--- config.mk ---
export PLATFORM = sky130hd
export DESIGN_NAME = gen_cmd_parser
export DESIGN_NICKNAME = d
export VERILOG_FILES = /design/src/rtl/gen_cmd_parser.sv
export SDC_FILE = /design/constraint.sdc
export NUM_CORES = 1
export LEC_CHECK = 0
export CORE_ASPECT_RATIO = 0.8
export CORE_UTILIZATION = 60
export DETAILED_ROUTE_END_ITERATION = 8
export HOLD_SLACK_MARGIN = 0.02
export PLACE_DENSITY = 0.84
export SYNTH_ARGS = -nofsm -noshare
export SYNTH_HDL_FRONTEND = slang
export SYNTH_SLANG_ARGS = --single-unit
--- constraint.sdc ---
create_clock -name clk -period 3.9 [get_ports clk]
set_clock_uncertainty 0.1 [all_clocks]
set_input_delay 0.39 -clock clk [delete_from_list [all_inputs] [get_ports clk]]
set_output_delay 0.39 -clock clk [all_outputs]
set_load 0.01 [all_outputs]
--- src/rtl/gen_cmd_parser.sv ---
// gen_cmd_parser: turns the serial command byte stream into the function
// generator's mode/freq controls and answers every command with a one-byte
// status ('K' accepted, 'E' rejected, aborted or unknown opcode).
// mode, freq and update are registered. They change only on the edge that
// enters APPLY, so update is high in the same cycle the new value shows up.
// An acknowledge is held as a pending byte. new_tx_data is that pending flag
// gated by tx_busy, so the strobe comes out in the first cycle the
// transmitter is free.
module gen_cmd_parser #(
    parameter int unsigned TIMEOUT_CYCLES = 32'd5000000,
    parameter int unsigned MAX_FREQ       = 32'd25000000,
    parameter int unsigned DEFAULT_FREQ   = 32'd1000,
    parameter logic [1:0]  DEFAULT_MODE   = 2'b00
) (
    input  logic        clk,
    input  logic        rst,
    input  logic [7:0]  rx_data,
    input  logic        new_rx_data,
    input  logic        tx_busy,
    output logic [7:0]  tx_data,
    output logic        new_tx_data,
    output logic [1:0]  mode,
    output logic [31:0] freq,
    output logic        update
);

    localparam logic [31:0] TMO_LAST   = 32'(TIMEOUT_CYCLES - 32'd1);
    localparam logic [31:0] MAX_FREQ_W = 32'(MAX_FREQ);
    localparam logic [31:0] DEF_FREQ_W = 32'(DEFAULT_FREQ);

    localparam logic [7:0] OP_MODE  = 8'h4D;
    localparam logic [7:0] OP_FREQ  = 8'h46;
    localparam logic [7:0] OP_RST   = 8'h52;
    localparam logic [7:0] ACK_OK   = 8'h4B;
    localparam logic [7:0] ACK_ERR  = 8'h45;

    typedef enum logic [2:0] {
        ST_IDLE     = 3'd0,
        ST_GET_MODE = 3'd1,
        ST_GET_FREQ = 3'd2,
        ST_CHECK    = 3'd3,
        ST_APPLY    = 3'd4
    } state_t;

    typedef enum logic {
        CMD_MODE = 1'b0,
        CMD_FREQ = 1'b1
    } cmd_t;

    state_t      state_r, state_nxt_s;
    cmd_t        cmd_r, cmd_nxt_s;
    logic [31:0] shadow_r, shadow_nxt_s;
    logic [7:0]  mode_byte_r, mode_byte_nxt_s;
    logic [1:0]  byte_cnt_r, byte_cnt_nxt_s;
    logic [31:0] tmo_cnt_r, tmo_cnt_nxt_s;
    logic [1:0]  mode_r, mode_nxt_s;
    logic [31:0] freq_r, freq_nxt_s;
    logic        update_r, update_nxt_s;
    logic        ack_s;
    logic [7:0]  ack_byte_s;
    logic        pend_r;
    logic [7:0]  pend_byte_r;
    logic        send_s;

    // Parser state, payload capture and inter-byte timeout counter.
    always_ff @(posedge clk) begin
        if (rst) begin
            state_r     <= ST_IDLE;
            cmd_r       <= CMD_MODE;
            shadow_r    <= 32'd0;
            mode_byte_r <= 8'd0;
            byte_cnt_r  <= 2'd0;
            tmo_cnt_r   <= 32'd0;
        end else begin
            state_r     <= state_nxt_s;
            cmd_r       <= cmd_nxt_s;
            shadow_r    <= shadow_nxt_s;
            mode_byte_r <= mode_byte_nxt_s;
            byte_cnt_r  <= byte_cnt_nxt_s;
            tmo_cnt_r   <= tmo_cnt_nxt_s;
        end
    end

    // Generator control outputs, loaded only on the edge that enters APPLY.
    always_ff @(posedge clk) begin
        if (rst) begin
            mode_r   <= DEFAULT_MODE;
            freq_r   <= DEF_FREQ_W;
            update_r <= 1'b0;
        end else begin
            mode_r   <= mode_nxt_s;
            freq_r   <= freq_nxt_s;
            update_r <= update_nxt_s;
        end
    end

    // Next-state decode, command validation and ack generation.
    always_comb begin
        state_nxt_s     = state_r;
        cmd_nxt_s       = cmd_r;
        shadow_nxt_s    = shadow_r;
        mode_byte_nxt_s = mode_byte_r;
        byte_cnt_nxt_s  = byte_cnt_r;
        tmo_cnt_nxt_s   = 32'd0;
        mode_nxt_s      = mode_r;
        freq_nxt_s      = freq_r;
        update_nxt_s    = 1'b0;
        ack_s           = 1'b0;
        ack_byte_s      = ACK_ERR;

        case (state_r)
            ST_IDLE: begin
                if (new_rx_data) begin
                    case (rx_data)
                        OP_MODE: begin
                            state_nxt_s = ST_GET_MODE;
                            cmd_nxt_s   = CMD_MODE;
                        end
                        OP_FREQ: begin
                            state_nxt_s    = ST_GET_FREQ;
                            cmd_nxt_s      = CMD_FREQ;
                            byte_cnt_nxt_s = 2'd0;
                            shadow_nxt_s   = 32'd0;
                        end
                        OP_RST: begin
                            // No payload: defaults are loaded on the way into APPLY.
                            state_nxt_s  = ST_APPLY;
                            mode_nxt_s   = DEFAULT_MODE;
                            freq_nxt_s   = DEF_FREQ_W;
                            update_nxt_s = 1'b1;
                        end
                        default: begin
                            ack_s      = 1'b1;
                            ack_byte_s = ACK_ERR;
                        end
                    endcase
                end else begin
                    state_nxt_s = ST_IDLE;
                end
            end
            ST_GET_MODE: begin
                if (new_rx_data) begin
                    mode_byte_nxt_s = rx_data;
                    state_nxt_s     = ST_CHECK;
                end else if (tmo_cnt_r == TMO_LAST) begin
                    state_nxt_s = ST_IDLE;
                    ack_s       = 1'b1;
                    ack_byte_s  = ACK_ERR;
                end else begin
                    tmo_cnt_nxt_s = tmo_cnt_r + 32'd1;
                end
            end
            ST_GET_FREQ: begin
                if (new_rx_data) begin
                    // Big-endian: the first payload byte ends up in bits [31:24].
                    shadow_nxt_s = {shadow_r[23:0], rx_data};
                    if (byte_cnt_r == 2'd3) begin
                        state_nxt_s = ST_CHECK;
                    end else begin
                        byte_cnt_nxt_s = byte_cnt_r + 2'd1;
                    end
                end else if (tmo_cnt_r == TMO_LAST) begin
                    state_nxt_s  = ST_IDLE;
                    shadow_nxt_s = 32'd0;
                    ack_s        = 1'b1;
                    ack_byte_s   = ACK_ERR;
                end else begin
                    tmo_cnt_nxt_s = tmo_cnt_r + 32'd1;
                end
            end
            ST_CHECK: begin
                if (cmd_r == CMD_MODE) begin
                    if (mode_byte_r[7:2] != 6'd0) begin
                        state_nxt_s = ST_IDLE;
                        ack_s       = 1'b1;
                        ack_byte_s  = ACK_ERR;
                    end else begin
                        state_nxt_s  = ST_APPLY;
                        mode_nxt_s   = mode_byte_r[1:0];
                        update_nxt_s = 1'b1;
                    end
                end else begin
                    if (shadow_r > MAX_FREQ_W) begin
                        state_nxt_s = ST_IDLE;
                        ack_s       = 1'b1;
                        ack_byte_s  = ACK_ERR;
                    end else begin
                        state_nxt_s  = ST_APPLY;
                        freq_nxt_s   = shadow_r;
                        update_nxt_s = 1'b1;
                    end
                end
            end
            ST_APPLY: begin
                state_nxt_s = ST_IDLE;
                ack_s       = 1'b1;
                ack_byte_s  = ACK_OK;
            end
            default: begin
                state_nxt_s = ST_IDLE;
            end
        endcase
    end

    assign send_s = pend_r & ~tx_busy;

    // Pending-ack holder: a newer ack overwrites an unsent one; sending clears it.
    always_ff @(posedge clk) begin
        if (rst) begin
            pend_r      <= 1'b0;
            pend_byte_r <= 8'h00;
        end else if (ack_s) begin
            pend_r      <= 1'b1;
            pend_byte_r <= ack_byte_s;
        end else if (send_s) begin
            pend_r      <= 1'b0;
        end else begin
            pend_r      <= pend_r;
        end
    end

    assign new_tx_data = send_s;
    assign tx_data     = pend_byte_r;
    assign mode        = mode_r;
    assign freq        = freq_r;
    assign update      = update_r;

endmodule
# --- After elaboration in Yosys (flattened, before gate mapping) ---
# Cells that the tools add are included.
# Widths: inputs -> output; s select.
op_classes:
  n_addsub: 2
  order_cmp: 1
  eq_ne: 21
  muxes: 48
  bitwise_logic: 3
  n_reduce_logical: 16
op_table:
  columns: ["operator", "n"]
  rows:
  - ["$mux 32", 8]
  - ["$pmux 32 s2", 2]
  - ["$add 32x1->32 const B", 1]
  - ["$eq 32x23->1 const B", 1]
  - ["$gt 32x25->1 const B", 1]
  - ["$eq 8x7->1 const B", 3]
  - ["$mux 3", 8]
  - ["$mux 2", 8]
  - ["$reduce_and 5->1", 3]
  - ["$mux 1", 14]
  - ["$ne 2x2->1 const B", 7]
  - ["$pmux 3 s4", 1]
  - ["$pmux 3 s3", 1]
  - ["$pmux 2 s2", 2]
  - ["$reduce_bool 2->1", 4]
  - ["$eq 3x2->1 const B", 2]
  - ["$ne 3x3->1 const B", 2]
  - ["$reduce_bool 6->1", 1]
  - ["$ne 5x2->1 const B", 1]
  - ["$mux 4", 1]
  - ["$ne 2x1->1 const B", 2]
  - ["$pmux 1 s2", 2]
  - ["$pmux 1 s4", 1]
  - ["$reduce_and 2->1", 2]
  - ["12 further kinds", 13]
word_totals:
  regBits: 122
  in_bits: 12
  out_inout_bits: 44
  wordCells: 102

# --- Logic depth before layout (Yosys ltp) ---
# Gate-level depths: netlist of run 1.
logic_depth:
  depth_word: 6
  ltp_mapped: 8
  depth_no_buf: 6

# --- Worst setup path before layout of run 1 ---
# OpenSTA, ideal clock, no wires.
synth_path:
  path_type: "flip-flop to flip-flop"
  startpoint: "reg tmo_cnt_r[17]"
  endpoint: "reg shadow_r[16]"
  setup_ps: 128
  arrival_ps: 2277
  required_time_ps: 3672
  setup_slack_ps: 1396
  stages_incl_launch_ff: 8
  n_path_buf: 2
  synth_period_minus_slack_ps: 2504
  path_cell_list: "dfxtp_1 or4b_1 or4_1 or4_1 buf_2 buf_6 a32oi_1 nor2_1"
synth_via:
  elab_chain_cells: 3
synth_lines:
  columns: ["element", "line_no", "text"]
  rows:
  - ["from (decl)", "55", "logic [31:0] tmo_cnt_r, tmo_cnt_nxt_s;"]
  - ["from (signal assigned)", "80", "tmo_cnt_r <= tmo_cnt_nxt_s;"]
  - ["$eq 32x23->1", "162", "end else if (tmo_cnt_r == TMO_LAST) begin"]
  - ["$ne 3x3->1 (no line)", null, null]
  - ["$reduce_and 4->1 (no line)", null, null]
  - ["to (signal assigned)", "77", "shadow_r <= shadow_nxt_s;"]
  - ["to (decl)", "52", "logic [31:0] shadow_r, shadow_nxt_s;"]
# Every way passes these cells.
# A chain may end at the register's enable or synchronous reset.

# --- Worst setup path after layout of run 1 ---
layout_path:
  startpoint: "reg tmo_cnt_r[14]"
  endpoint: "reg shadow_r[25]"
# The elaborated chain is that of the path after synthesis.

==> results of run 1 <==
==> worst max-delay path, stage by stage, from the launching register on <==
cell     delay, ns
dfxtp_1       0.41
or4b_1        0.50
or4_1         0.52
or4_1         0.97
a32oi_1       0.44
nor2_1        0.07
==> per-layer routing <==
layer,share of wire,up-vias,routed length [um]
met5,0,-,0
met1,0.48,2075,5640
met3,0.074,14,874
li1,-,2101,-
met2,0.44,177,5160
met4,0.0086,0,101
==> registers in the layout, summed over array words and instances (netlist names) <==
name,flops
freq,32
shadow_r,32
tmo_cnt_r,32
mode_byte_r,8
state_r,3
tx_data,3
byte_cnt_r,2
mode,2
cmd_r,1
pend_r,1
update,1
==> through the flow <==
step	power (W)	hold WS [ns]	setup slack, ns	std cells
finish	0.00270	0.356	0.724	725
global route	0.00278	0.372	0.617	725
CTS	0.00271	0.356	0.748	725
detailed placement	0.00134	0.343	0.837	693
global placement	0.00134	0.337	0.889	693
floorplan	0.00131	0.330	1.40	569
==> placed cells by master (no fill, tap or decap), types with 4 or more instances in the layout <==
cell and count:
nor4_1 17, o21ai_0 7, clkinv_2 4, xnor2_1 25
inv_1 9, nand4_1 7, clkbuf_16 16, and4_1 4
dfxtp_1 117, a32oi_1 32, nand3_1 11, or3_1 5
or4_1 9, nor2_1 90, and3_1 10, nand3b_1 6
nor3_1 12, nand2_1 70, inv_6 4, a21oi_1 23
mux2i_1 26, clkdlybuf4s50_1 51, nand2b_1 5
==> area by class of cell <==
class / count / area (um^2) / area share
clock buffer: 18 / 428 / 0.0712
clock inverter: 14 / 104 / 0.0173
inverter: 9 / 33.8 / 0.00562
multi-input combinational: 404 / 2430 / 0.404
sequential: 117 / 2340 / 0.390
tap: 108 / 135 / 0.0225
timing repair buffer: 55 / 538 / 0.0896
==> power groups by stage <==
| stage | sequential [W] | clock [W] | combinational, W |
|---|---|---|---|
| 3_5_place_dp | 0.00124 | 0 | 0.0000980 |
| 4_1_cts | 0.00122 | 0.00139 | 0.0000998 |
| 5_1_grt | 0.00122 | 0.00145 | 0.000110 |
| 3_3_place_gp | 0.00124 | 0 | 0.0000966 |
| 6_report | 0.00122 | 0.00138 | 0.000102 |
| 2_1_floorplan | 0.00124 | 0 | 0.0000690 |
==> cells by family after synthesis <==
group / after synthesis
mux: 26
buf+inv: 48
flops: 117
fa+ha+maj: 2
compound gates: 77
xor+xnor: 28
other cells: 1
simple gates: 268
==> path summary, 6_finish.rpt <==
check | slack (ns) | to | cells after the start | startpoint
worst max-delay path | 0.72 | shadow_r[25] | 5 | tmo_cnt_r[14]
worst min-delay path | 0.36 | mode_byte_r[4] | 2 | mode_byte_r[4]
worst max register to register | 0.72 | shadow_r[25] | 5 | tmo_cnt_r[14]
worst min register to register | 0.36 | mode_byte_r[4] | 2 | mode_byte_r[4]
==> impl_metrics.csv, run 1 <==
group,metric,value,unit
worst_setup_path,cp-end-kind,"flop",
floorplan,die_h,83.4,um
finish,antenna_cells,0,
cts,ctsRootBufferMaster,"clkbuf_8",
worst_setup_path,cp_max_fo,32,
floorplan,initial_core_util,0.623,
power_and_ir_drop,clockPowerShare,0.512,
drt,drc,0,
logic_synthesis,netlist_instances,567,
power_and_ir_drop,power.ir.vdd_worst,344,uV
placement,gp_congestion,0.821,
drt,wl_per_cell,16.2,um
cts,hold_buffers,0,
placement,post_dp_cell_area,5480,um^2
worst_setup_path,cp.required,4.16,ns
power_and_ir_drop,power_frac_seq,0.451,
timing,fmax,315,MHz
logic_synthesis,yosysTopAreaCell,"dfxtp_1",
power_and_ir_drop,p_int,0.00205,W
logic_synthesis,async_flop_share,0,
power_and_ir_drop,swShare,0.242,
cts,post_cts_buffers,0,
logic_synthesis,synth-adder-area-share,0.00503,
timing,maxSlewHeadroom,0.123,
logic_synthesis,synth_edf_count,0,
logic_synthesis,syn_area,4970,um^2
logic_synthesis,synth.area.mux_share,0.0524,
cts,clkTransAtPathRegs,0.06,ns
global_route,grt_busiest_layer,"met2",
logic_synthesis,synth-seq-area-share,0.471,
global_route,met1_usage,0.396,
cts,cts-resized-gates,0,
global_route,track_usage,0.278,
logic_synthesis,synth_top_family_by_area,"simple AND/OR/NAND/NOR gates",
cts,cts_buffer_depth,2,
logic_synthesis,synth_compound_area_frac,0.110,
worst_setup_path,worstPathArrival,3.44,ns
timing,tightest_slew,1.31,ns
global_route,antenna_found_initial,0,
global_route,grt_pass1_wl,19.3,mm
floorplan,ios,56,
power_and_ir_drop,leakagePower,2.13,nW
logic_synthesis,synth_xor_area_frac,0.0493,
status,status,"finished, final reports clean",
finish,fin_area,6010,um^2
floorplan,design.die.area,8660,um^2
logic_synthesis,synth_top_area_frac,0.471,
worst_setup_path,path_class,"flop to flop",
cts,clock_latency,0.51,ns
drt,drt-initial-drc-count,370,
timing,fin_setup_tns,0,ns
finish,fillers,565,
power_and_ir_drop,power.share.combinational,0.038,
finish,drive_gt1_frac,0.0729,
logic_synthesis,synth_warnings,0,
power_and_ir_drop,p_switching,0.000652,W
global_route,met2_usage,0.414,
min_path,hp-class,"flop to flop",
floorplan,core-area,7980,um^2
logic_synthesis,ys_ff_latch,117,
global_route,grt.overflow.total,0,
drt,ant_nets,0,
logic_synthesis,yosys.area_share.simple,0.266,
drt,dr_total_vias,4367,
worst_setup_path,startpoint_type,"flop",
finish,final_util,0.753,
timing,finalCriticalPeriod,3.18,ns
power_and_ir_drop,power.density,449,nW/um^2
drt,finalWirelength,11.8,mm
global_route,grt_max_degree,60,
floorplan,die_x,104,um
logic_synthesis,synth_cell_types,46,
drt,viasPerCell,6.02,
timing,hold_viol,0,
logic_synthesis,synth_ff_type,"dfxtp_1",
logic_synthesis,synth_area_leaders,"dfxtp_1 47%, nor2_1 6.9%, a32oi_1 5.6%",
timing,timing.final.crit_share,0.814,
drt,drt-pass1-iter-count,5,
cts,htreeDepth,4,
cts,numCtsBuffers,17,
placement,hpwl,7.43,mm
timing,finalMaxSlewViolations,0,
run,cap_violations,0,
logic_synthesis,yosysMostFrequentCell,"dfxtp_1",
logic_synthesis,avgSynthCellArea,8.77,um^2
cts,clock_sinks,117,
global_route,grt_pass1_vias,3945,
finish,area_growth,20.8,%
timing,setup_viol,0,
timing,rsz0062_at_grt,"false",
placement,io_buffers,52,
logic_synthesis,synthTopCellsByCount,"117 x dfxtp_1, 91 x nor2_1, 70 x nand2_1",
floorplan,num_rows,29,
finish,final_nets,618,
global_route,use_met3,0.0761,
cts,cts_tree,"yes",
(Power assumes the default switching activity.)
==> run 2, diff against run 1 <==
--- a/config.mk
+++ b/config.mk
@@ -6,10 +6,10 @@
 export NUM_CORES = 1
 export LEC_CHECK = 0
 export CORE_ASPECT_RATIO = 0.8
-export CORE_UTILIZATION = 60
+export CORE_UTILIZATION = 56
 export DETAILED_ROUTE_END_ITERATION = 8
 export HOLD_SLACK_MARGIN = 0.02
-export PLACE_DENSITY = 0.84
+export PLACE_DENSITY = 0.8
 export SYNTH_ARGS = -nofsm -noshare
 export SYNTH_HDL_FRONTEND = slang
 export SYNTH_SLANG_ARGS = --single-unit
==> constraint.sdc (replaced) <==
create_clock -name clk -period 2.96 [get_ports clk]
set_clock_uncertainty 0.1 [all_clocks]
set_input_delay 0.296 -clock clk [delete_from_list [all_inputs] [get_ports clk]]
set_output_delay 0.296 -clock clk [all_outputs]
set_load 0.01 [all_outputs]
==> run 2 against run 1 <==
  * Worst hold slack worse by 0.14 ns
  * Critical path depth rose by 1
  * Count of clock-buffer cells in the layout did not move
  * Maximum frequency grew 15%
  * Via count decreased by 0.44%
  * Sequential cell count unchanged
  * Die area is 7.0% higher
  * Sequential share of layout area decreased by 0.82 points
  * Worst setup slack got worse by 0.52 ns
  * Global-route usage fell by 1.1 points
  * Total power grew 41%
  * Critical path type unchanged
  * Highest routed layer unchanged
==> impl_metrics.csv, run 2 (synthesized netlist as in run 1, its figures left out) <==
group,metric,value,unit
floorplan,initial_core_util,0.581,
power_and_ir_drop,p_total,0.00380,W
global_route,grt_max_degree,40,
timing,maxSlewHeadroom,0.148,
power_and_ir_drop,power.ir.vdd_worst,384,uV
timing,finalCriticalPeriod,2.75,ns
cts,htreeDepth,4,
cts,clkTransAtPathRegs,0.06,ns
power_and_ir_drop,clockPowerShare,0.541,
run,cap_violations,0,
timing,rsz0062_at_grt,"false",
floorplan,core-area,8560,um^2
timing,tightest_slew,1.28,ns
floorplan,die_h,86.3,um
finish,fillers,645,
power_and_ir_drop,p_switching,0.000839,W
timing,fmax,363,MHz
floorplan,die_x,107,um
cts,hold_buffers,0,
global_route,antenna_found_initial,0,
placement,place_ws,0.171,ns
cts,clock_sinks,117,
drt,ant_nets,0,
cts,ctsRootBufferMaster,"clkbuf_8",
power_and_ir_drop,leakagePower,2.18,nW
finish,final_common_cell,"dfxtp_1",
cts,post_cts_buffers,0,
power_and_ir_drop,swShare,0.221,
finish,multiInputGateArea,2430,um^2
worst_setup_path,startpoint_type,"flop",
power_and_ir_drop,power.density,619,nW/um^2
min_path,hp-class,"input pin to flop",
finish,antenna_cells,0,
cts,numCtsBuffers,17,
finish,drive_gt1_frac,0.0804,
floorplan,num_rows,30,
placement,gp_congestion,0.825,
status,status,"finished, final reports clean",
drt,dr_total_vias,4348,
finish,seqCellArea,2340,um^2
global_route,grt.overflow.total,0,
power_and_ir_drop,power_frac_seq,0.422,
global_route,track_usage,0.267,
drt,viasPerCell,5.92,
timing,fin_ws,0.207,ns
drt,drc,0,
finish,area_growth,23.4,%
cts,cts-resized-gates,0,
timing,fin_setup_tns,0,ns
drt,finalWirelength,11.7,mm
power_and_ir_drop,power.share.combinational,0.037,
timing,hold_viol,0,
floorplan,design.die.area,9260,um^2
drt,drt-initial-drc-count,420,
finish,final_cell_mix,"117 x dfxtp_1, 90 x nor2_1, 70 x nand2_1",
worst_setup_path,cp.required,3.23,ns
worst_setup_path,cp_max_fo,32,
cts,cts_tree,"yes",
worst_setup_path,path_class,"flop to flop",
cts,cts_buffer_depth,2,
global_route,grt_pass1_wl,19.4,mm
timing,timing.final.crit_share,0.930,
timing,setup_viol,0,
cts,clock_latency,0.51,ns
placement,io_buffers,52,
timing,finalMaxSlewViolations,0,
worst_setup_path,cp-end-kind,"flop",
global_route,grt_pass1_vias,4013,
finish,final_nets,623,
placement,hpwl,7.86,mm
worst_setup_path,worstPathArrival,3.02,ns
power_and_ir_drop,p_int,0.00296,W
floorplan,ios,56,
drt,wl_per_cell,16.0,um
drt,drt-pass1-iter-count,5,
==> run 2: layer usage <==
metal,global-route usage,up-vias,share of wire
met5,0,-,0
met2,0.396,199,0.44
met3,0.0835,13,0.078
li1,-,2103,-
met1,0.375,2033,0.48
met4,0.0772,0,0.0066
==> run 2: cell type report <==
cell class | count | area share
multi-input cells | 404 | 0.395
flip-flops and latches | 117 | 0.382
repair buffers | 60 | 0.0958
clock buffers | 18 | 0.0697
clock inverters | 14 | 0.0290
well taps | 112 | 0.0228
inverters | 9 | 0.00551
==> run 2: path summary, 6_finish.rpt <==
path / cells past startpoint / end / from / slack [ns]
worst max-delay path: 6 / shadow_r[12] / tmo_cnt_r[17] / 0.21
worst min register to register: 2 / mode_byte_r[6] / mode_byte_r[6] / 0.35
worst max register to register: 6 / shadow_r[12] / tmo_cnt_r[17] / 0.21
worst min-delay path: 2 / shadow_r[13] / rst / 0.21
==> run 2: critical path, cell delays in order, from the launching register on <==
cell     delay (ns)
dfxtp_1        0.34
or4b_1         0.56
or4_1          0.53
or4_1          0.50
buf_4          0.26
a32oi_1        0.24
nor2_1         0.07
==> run 2: per-stage QoR <==
stage	hold slack [ns]	cells	util	cell area (um^2)
after floorplan	0.330	569	-	4980
after global placement	0.339	702	0.646	5530
after detailed placement	0.345	702	0.646	5530
after CTS	0.185	734	0.717	6140
after global routing	0.222	734	0.717	6140
final	0.215	734	0.717	6140
==> run 2: power groups by stage <==
stage | clock network [W] | logic (W) | registers [W]
after global placement | 0 | 0.000132 | 0.00164
after CTS | 0.00208 | 0.000138 | 0.00160
final | 0.00205 | 0.000139 | 0.00160
after detailed placement | 0 | 0.000137 | 0.00164
after global routing | 0.00215 | 0.000152 | 0.00160
after floorplan | 0 | 0.0000910 | 0.00163
